### config.mk
export PLATFORM = sky130hd
export DESIGN_NAME = fifo_reader_flat
export DESIGN_NICKNAME = d
export VERILOG_FILES = /design/src/rtl/fifo_reader_if.sv /design/src/rtl/fifo_reader.sv /design/src/flat_wrapper.sv
export SDC_FILE = /design/constraint.sdc
export NUM_CORES = 1
export LEC_CHECK = 0
export ABC_CLOCK_PERIOD_IN_PS = 1400
export CORE_MARGIN = 2
export CORE_UTILIZATION = 37
export CTS_CLUSTER_DIAMETER = 150
export CTS_CLUSTER_SIZE = 24
export DETAILED_ROUTE_END_ITERATION = 7
export GPL_TIMING_DRIVEN = 0
export MAX_ROUTING_LAYER = met4
export PLACE_DENSITY = 0.75
export SLEW_MARGIN = 20
export SYNTH_ARGS = -nofsm -noshare
export SYNTH_HDL_FRONTEND = slang
export SYNTH_SLANG_ARGS = --single-unit
### constraint.sdc
create_clock -name clock -period 1.4 [get_ports clock]
set_input_delay 0.14 -clock clock [delete_from_list [all_inputs] [get_ports clock]]
set_output_delay 0.14 -clock clock [all_outputs]
set_load 0.01 [all_outputs]
### src/rtl/fifo_reader_if.sv
// Bundle of the burst-control, FIFO-side and downstream handshake signals of fifo_reader.
// The slave modport is the reader itself; the master modport is whoever drives it
// (controller, FIFO and downstream consumer combined).
interface fifo_reader_if #(
    parameter int WIDTH = 32,
    parameter int LENW  = 4
);
    logic             start;
    logic [LENW-1:0]  burst_len;
    logic             abort;
    logic             empty;
    logic [WIDTH-1:0] fifo_dout;
    logic             rn;
    logic [WIDTH-1:0] dout;
    logic             dout_valid;
    logic             dout_ready;
    logic             busy;
    logic             done;
    logic [LENW-1:0]  word_count;

    modport master (
        output start, burst_len, abort, empty, fifo_dout, dout_ready,
        input  rn, dout, dout_valid, busy, done, word_count
    );

    modport slave (
        input  start, burst_len, abort, empty, fifo_dout, dout_ready,
        output rn, dout, dout_valid, busy, done, word_count
    );
endinterface

### src/rtl/fifo_reader.sv
// Burst reader: pops burst_len words from a synchronous FIFO one at a time and
// presents each on a registered valid/ready output, counting delivered words.
module fifo_reader #(
    parameter int WIDTH = 32,
    parameter int LENW  = 4
) (
    input  logic          clock,
    input  logic          reset,
    fifo_reader_if.slave  bus
);

    typedef enum logic [2:0] {
        IDLE,
        REQ,
        CAPT,
        OUT,
        DONE
    } state_t;

    state_t           state;
    state_t           state_nxt;

    logic [WIDTH-1:0] dout_r;
    logic             dout_valid_r;
    logic [LENW-1:0]  word_count_r;
    logic [LENW-1:0]  len_r;
    logic [LENW-1:0]  wc_inc;

    logic             rn_c;
    logic             accept;
    logic             capture;
    logic             handshake;
    logic             drop_valid;
    logic             hs;

    assign wc_inc = word_count_r + LENW'(1);
    assign hs     = dout_valid_r && bus.dout_ready;

    // State register
    always_ff @(posedge clock) begin
        if (reset) begin
            state <= IDLE;
        end else begin
            state <= state_nxt;
        end
    end

    // Next-state decode and per-edge datapath strobes
    always_comb begin
        state_nxt  = state;
        rn_c       = 1'b0;
        accept     = 1'b0;
        capture    = 1'b0;
        handshake  = 1'b0;
        drop_valid = 1'b0;
        case (state)
            IDLE: begin
                // abort alongside start suppresses the start
                if (bus.start && !bus.abort) begin
                    accept    = 1'b1;
                    state_nxt = (bus.burst_len != '0) ? REQ : DONE;
                end
            end
            REQ: begin
                // the pop still happens on an abort edge; the word is simply never captured
                rn_c = !bus.empty;
                if (bus.abort) begin
                    state_nxt = IDLE;
                end else if (!bus.empty) begin
                    state_nxt = CAPT;
                end
            end
            CAPT: begin
                if (bus.abort) begin
                    state_nxt = IDLE;
                end else begin
                    capture   = 1'b1;
                    state_nxt = OUT;
                end
            end
            OUT: begin
                // a handshake on the abort edge is still counted
                handshake = hs;
                if (bus.abort) begin
                    drop_valid = 1'b1;
                    state_nxt  = IDLE;
                end else if (hs) begin
                    state_nxt = (wc_inc == len_r) ? DONE : REQ;
                end
            end
            DONE: begin
                state_nxt = IDLE;
            end
            default: begin
                state_nxt = IDLE;
            end
        endcase
    end

    // Output word, valid flag, delivered-word counter and latched burst length
    always_ff @(posedge clock) begin
        if (reset) begin
            dout_r       <= '0;
            dout_valid_r <= 1'b0;
            word_count_r <= '0;
            len_r        <= '0;
        end else begin
            if (accept) begin
                len_r        <= bus.burst_len;
                word_count_r <= '0;
            end
            if (capture) begin
                dout_r       <= bus.fifo_dout;
                dout_valid_r <= 1'b1;
            end
            if (handshake) begin
                word_count_r <= wc_inc;
                dout_valid_r <= 1'b0;
            end
            if (drop_valid) begin
                dout_valid_r <= 1'b0;
            end
        end
    end

    assign bus.rn         = rn_c;
    assign bus.dout       = dout_r;
    assign bus.dout_valid = dout_valid_r;
    assign bus.busy       = (state != IDLE);
    assign bus.done       = (state == DONE);
    assign bus.word_count = word_count_r;

endmodule
### src/flat_wrapper.sv
// flat-port wrapper written by rule: the top's interface ports become plain ports
module fifo_reader_flat 
#(
    parameter int WIDTH = 32,
    parameter int LENW  = 4
)
  (clock, reset, bus_start, bus_burst_len, bus_abort, bus_empty, bus_fifo_dout, bus_dout_ready, bus_rn, bus_dout, bus_dout_valid, bus_busy, bus_done, bus_word_count);
  fifo_reader_if #(.WIDTH(WIDTH), .LENW(LENW)) bus_i ();
  input  logic clock;
  input  logic reset;
  input wire logic [$bits(bus_i.start)-1:0] bus_start;
  input wire logic [$bits(bus_i.burst_len)-1:0] bus_burst_len;
  input wire logic [$bits(bus_i.abort)-1:0] bus_abort;
  input wire logic [$bits(bus_i.empty)-1:0] bus_empty;
  input wire logic [$bits(bus_i.fifo_dout)-1:0] bus_fifo_dout;
  input wire logic [$bits(bus_i.dout_ready)-1:0] bus_dout_ready;
  output wire logic [$bits(bus_i.rn)-1:0] bus_rn;
  output wire logic [$bits(bus_i.dout)-1:0] bus_dout;
  output wire logic [$bits(bus_i.dout_valid)-1:0] bus_dout_valid;
  output wire logic [$bits(bus_i.busy)-1:0] bus_busy;
  output wire logic [$bits(bus_i.done)-1:0] bus_done;
  output wire logic [$bits(bus_i.word_count)-1:0] bus_word_count;
  assign bus_i.start = bus_start;
  assign bus_i.burst_len = bus_burst_len;
  assign bus_i.abort = bus_abort;
  assign bus_i.empty = bus_empty;
  assign bus_i.fifo_dout = bus_fifo_dout;
  assign bus_i.dout_ready = bus_dout_ready;
  assign bus_rn = bus_i.rn;
  assign bus_dout = bus_i.dout;
  assign bus_dout_valid = bus_i.dout_valid;
  assign bus_busy = bus_i.busy;
  assign bus_done = bus_i.done;
  assign bus_word_count = bus_i.word_count;
  fifo_reader #(.WIDTH(WIDTH), .LENW(LENW)) u_core (.clock(clock), .reset(reset), .bus(bus_i));
endmodule
======== Yosys cells after proc, flatten, opt, wreduce, memory -nomap -nowiden ========
Cells that the tools add are included.
cells by class
  div/mod/pow operators ................... 0
  magnitude comparators ................... 0
  bitwise gates (word level) .............. 0
  $add $sub $neg .......................... 1
  equality and inequality tests ........... 8
  shift operators ......................... 0
  reduce and logical (&&, ||, !) cells .... 10
  muxes and demuxes ....................... 19
  multipliers ............................. 0
operators by type and width
  operator             count
  $mux 3               7
  $pmux 3 s4           1
  $mux 1               8
  $mux 4               2
  $eq 3x2->1 const B   2
  $add 4x1->4 const B  1
  $eq 4x4->1           1
  $reduce_bool 4->1    1
  $eq 3x1->1 const B   1
  $eq 3x3->1 const B   1
  $logic_not 3->1      1
  $ne 3x2->1 const B   1
  $ne 3x3->1 const B   1
  $reduce_and 3->1     1
  $reduce_bool 3->1    1
  $reduce_or 3->1      1
  $logic_and 1x1->1    2
  $logic_not 1->1      2
  $mux 2               1
  $ne 2x1->1 const B   1
  $reduce_bool 2->1    1
word-level totals
  register bits after elaboration ......... 44
  input port bits ......................... 42
  word-level logic and storage cells ...... 43
  bits in latches ......................... 0
  ROM bits ................................ 0
  memories kept ........................... 0
  bits in writable memories ............... 0
  output and inout port bits .............. 40

======== Longest topological paths before layout ========
  word-level depth ........................ 6
  gate-level depth with buffers ........... 7

======== Worst setup path before layout ========
Ideal clock, no wire load.
  path kind ............................... flip-flop to flip-flop
  start ................................... reg u_core.word_count_r[0], in the netlist u_core.bus.word_count[0]
  end ..................................... reg u_core.state[0]
  data required time ...................... 1.286 ns
  stages on the path, launching flop included .. 6
  period minus slack after synthesis ...... 1.438 ns
  setup time .............................. 0.114 ns
  data arrival time ....................... 1.324 ns
  slack ................................... -0.038 ns
  path through ............................ dfxtp_1 -> ha_1 -> xor2_1 -> nor3_1 -> nand3_1 -> a21o_1
on the way
  cells in the longest elaborated chain, start to end .. 6
RTL lines
  element                 RTL line            text
  from (decl)             fifo_reader.sv:25   logic [LENW-1:0] word_count_r;
  from (signal assigned)  fifo_reader.sv:117  word_count_r <= wc_inc;
  $add 4x1->4             fifo_reader.sv:36   assign wc_inc = word_count_r + LENW'(1);
  $eq 4x4->1              fifo_reader.sv:88   state_nxt = (wc_inc == len_r) ? DONE : REQ;
  $mux 3                  fifo_reader.sv:88
  $mux 3                  fifo_reader.sv:87   end else if (hs) begin
  $mux 3                  fifo_reader.sv:84   if (bus.abort) begin
  $pmux 3 s4              fifo_reader.sv:56   case (state)
  to (signal assigned)    fifo_reader.sv:44   state <= state_nxt;
  to (decl)               fifo_reader.sv:20   state_t state;
No other way between the ends. The select of a mux whose other input is x is not followed.
A chain may end at the register's enable or synchronous reset.

======== Worst setup path in the final report ========
  start ................................... reg u_core.state[1]
  end ..................................... out bus_rn
on the way
  cells in the longest elaborated chain, start to end .. 2
RTL lines
  element     RTL line            text
  $eq 3x1->1  fifo_reader.sv:56
  $mux 1      fifo_reader.sv:56
  to (decl)   flat_wrapper.sv:17  output wire logic [$bits(bus_i.rn)-1:0] bus_rn;
No other way between the ends.

==> impl_metrics.json <==
{
  "status": "finished, violations left",
  "violations": "negative setup slack",
  "required_ps": 1260,
  "drc": 0,
  "cts_buffers": 5,
  "setup_tns_ps": -11.7,
  "portBuffers": 79,
  "antenna_found_initial": 0,
  "holdPathEnd": "u_core.state[1]$_SDFFE_PP0P_",
  "die-width_um": 74.3,
  "tightest_slew_ps": 667,
  "yosysUniqueCellTypes": 37,
  "synth_common_cells": "71 x nand2_1, 44 x dfxtp_1, 41 x a21oi_1",
  "routabilityCongestion": 0.873,
  "vias_per_cell": 4.83,
  "hold_buffers": 0,
  "start_util": 0.384,
  "clock_path_buffers": 2,
  "cts.sinks": 44,
  "cts-root-buf": "clkbuf_8",
  "dp_hpwl_mm": 3.25,
  "r2r-start": "u_core.state[1]$_SDFFE_PP0P_",
  "cp_max_fo": 7,
  "whs_path_depth": 2,
  "syn_nets": 268,
  "synth_fa_ha_area_frac": 0.00684,
  "max_cap_violations": 0,
  "worstSkewPairLatency_ps": 300,
  "synth_compound_area_frac": 0.151,
  "fin_util": 0.675,
  "async_flop_share": 0,
  "routed_wl_mm": 5.09,
  "htreeDepth": 2,
  "end_kind": "output pin",
  "track_usage": 0.184,
  "ir_worst_vdd_mv": 0.520,
  "worstHoldStart": "bus_abort",
  "fin_crit_sh": 1.01,
  "std_cell_rows": 25,
  "synth_top_area_share": 0.482,
  "slew_headroom": 0.555,
  "crit_arrival_ps": 1270,
  "drt_first_pass_iters": 4,
  "fin_skew_ps": 5.69,
  "yosys.area_share.simple": 0.264,
  "rsz0062_at_grt": "true",
  "die_h_um": 74.3,
  "final_nets": 366,
  "synth-edff-count": 0,
  "drive_gt1_frac": 0.313,
  "synthMuxAreaShare": 0.00548,
  "synth_top_area_cell": "dfxtp_1",
  "synthXorXnorAreaFrac": 0.0322,
  "p_leak_uw": 0.00129,
  "reg2reg_slack_ps": 10,
  "dieArea_um2": 5520,
  "final_max_slew_viol_count": 0,
  "ys_top_cells_by_area": "dfxtp_1 48%, nand2_1 15%, a21oi_1 11%",
  "grt_pass1_wl_mm": 7.72,
  "finalSetupViolCount": 1,
  "synth.most_common_cell": "nand2_1",
  "r2r_end": "u_core.bus.dout[11]$_SDFFE_PP0P_",
  "via_count": 1885,
  "overflow": 0,
  "wl_per_cell_um": 13.1,
  "critPathLaunchType": "flop",
  "pwr_density_cell_nw_per_um2": 722,
  "grt_max_degree": 14,
  "path_class": "flop to output pin",
  "area_growth_pct": 75.6,
  "synth-warning-count": 0,
  "synth_area_um2": 1830,
  "synthFlopType": "dfxtp_1",
  "synth_top_family_by_area": "simple AND/OR/NAND/NOR gates",
  "cts_tree": "built",
  "ff2ff_path_depth": 6,
  "fin_crit_ps": 1410,
  "pin_count": 82,
  "hold_path_class": "input port to flop",
  "grt_pass1_vias": 1685,
  "syn_inst": 225,
  "design.core.area_um2": 4750,
  "diodes": 0,
  "setup_slack_ps": -11.7,
  "hold_viol": 0,
  "ant_nets": 0,
  "first_iter_violations": 54,
  "syn_area_per_cell_um2": 8.12,
  "yosysSeqAreaShare": 0.482,
  "ys_ff_latch": 44,
  "fmax_ghz": 0.708,
  "path_clk_slew_ps": 80
}
## report_power, final
part           switching [uW]  internal (uW)  leakage [uW]
Combinational             110            164      0.000889
Clock                     429            338     0.0000400
Sequential               16.1           1260      0.000361
## placed cells by master, fill, tap and decap left out, types with 6 or more instances in the layout
| master | count |
|---|---|
| nor2_1 | 6 |
| nand2_4 | 13 |
| clkdlybuf4s50_1 | 65 |
| clkbuf_1 | 6 |
| a21oi_1 | 23 |
| dfxtp_1 | 35 |
| nand3_1 | 6 |
| nand2_2 | 16 |
| dlymetal6s2s_1 | 11 |
| nand2_1 | 42 |
| buf_4 | 14 |
| a21oi_2 | 19 |
## routing by layer
layer | global-route usage | vias to the layer above | share of wire
met5 | - | - | 0
met4 | 0.0714 | 0 | 0.016
met3 | 0.0434 | 9 | 0.067
met2 | 0.279 | 68 | 0.48
met1 | 0.239 | 861 | 0.43
li1 | - | 947 | -
## timing repair
action,in CTS,in global routing
endpoints found under the setup margin,39,40
buffers inserted,7,3
hold endpoints to repair,0,0
cloned,1,2
resized for setup,29,89
pin swaps,3,45
## metrics by stage
step / cells / setup WS [ps] / instance area, um^2 / hold slack [ps] / total power [uW]
floorplan: 225 / 23.9 / 1830 / 276 / 1400
global placement: 371 / -199 / 2700 / 409 / 1550
detailed placement: 371 / -183 / 2700 / 410 / 1550
CTS: 386 / -1.04 / 2890 / 104 / 2320
global route: 390 / -46.9 / 3210 / 119 / 2410
finish: 390 / -11.7 / 3210 / 113 / 2320
## worst max path at each step
stage	endpoint	depth (start not counted)	slack, ps	start
after floorplan	u_core.state[0]$_SDFFE_PP0P_	5	20	u_core.bus.word_count[1]$_SDFFE_PP0P_
after global placement	bus_rn	3	-200	u_core.state[0]$_SDFFE_PP0P_
after detailed placement	bus_rn	3	-180	u_core.state[0]$_SDFFE_PP0P_
after CTS	u_core.bus.dout[0]$_SDFFE_PP0P_	7	-1	u_core.state[1]$_SDFFE_PP0P_
after global routing	u_core.bus.dout[4]$_SDFFE_PP0P_	6	-50	u_core.state[1]$_SDFFE_PP0P_
final	bus_rn	4	-10	u_core.state[1]$_SDFFE_PP0P_
## kinds of logic (layout without fill, tap and decap cells)
logic type | Yosys count | count (layout)
mux | 1 | 1
flops | 44 | 44
xor+xnor | 5 | 5
fa+ha+maj | 1 | 1
compound gates | 51 | 51
simple gates | 105 | 105
buf+inv | 18 | 116
## flip-flops by register name, summed over array words and instances, names as in the netlist
register,count
u_core.bus.dout,32
u_core.bus.word_count,4
u_core.len_r,4
u_core.state,3
u_core.bus.dout_valid,1
## layout make-up
| type | count | area, um^2 |
|---|---|---|
| multi-input combinational | 163 | 1100 |
| tap | 67 | 83.8 |
| fill | 417 | 1550 |
| clock buffer | 5 | 68.8 |
| inverter | 2 | 7.51 |
| buffer | 15 | 113 |
| timing repair buffer | 92 | 926 |
| sequential | 44 | 902 |
| clock inverter | 2 | 12.5 |
## worst max-delay path, cell delays in order (launching register included)
cell,delay [ps]
dfxtp_2,320
buf_6,130
buf_4,130
nor4b_2,230
buf_2,160
No activity file was read; power rests on OpenSTA's default activity.
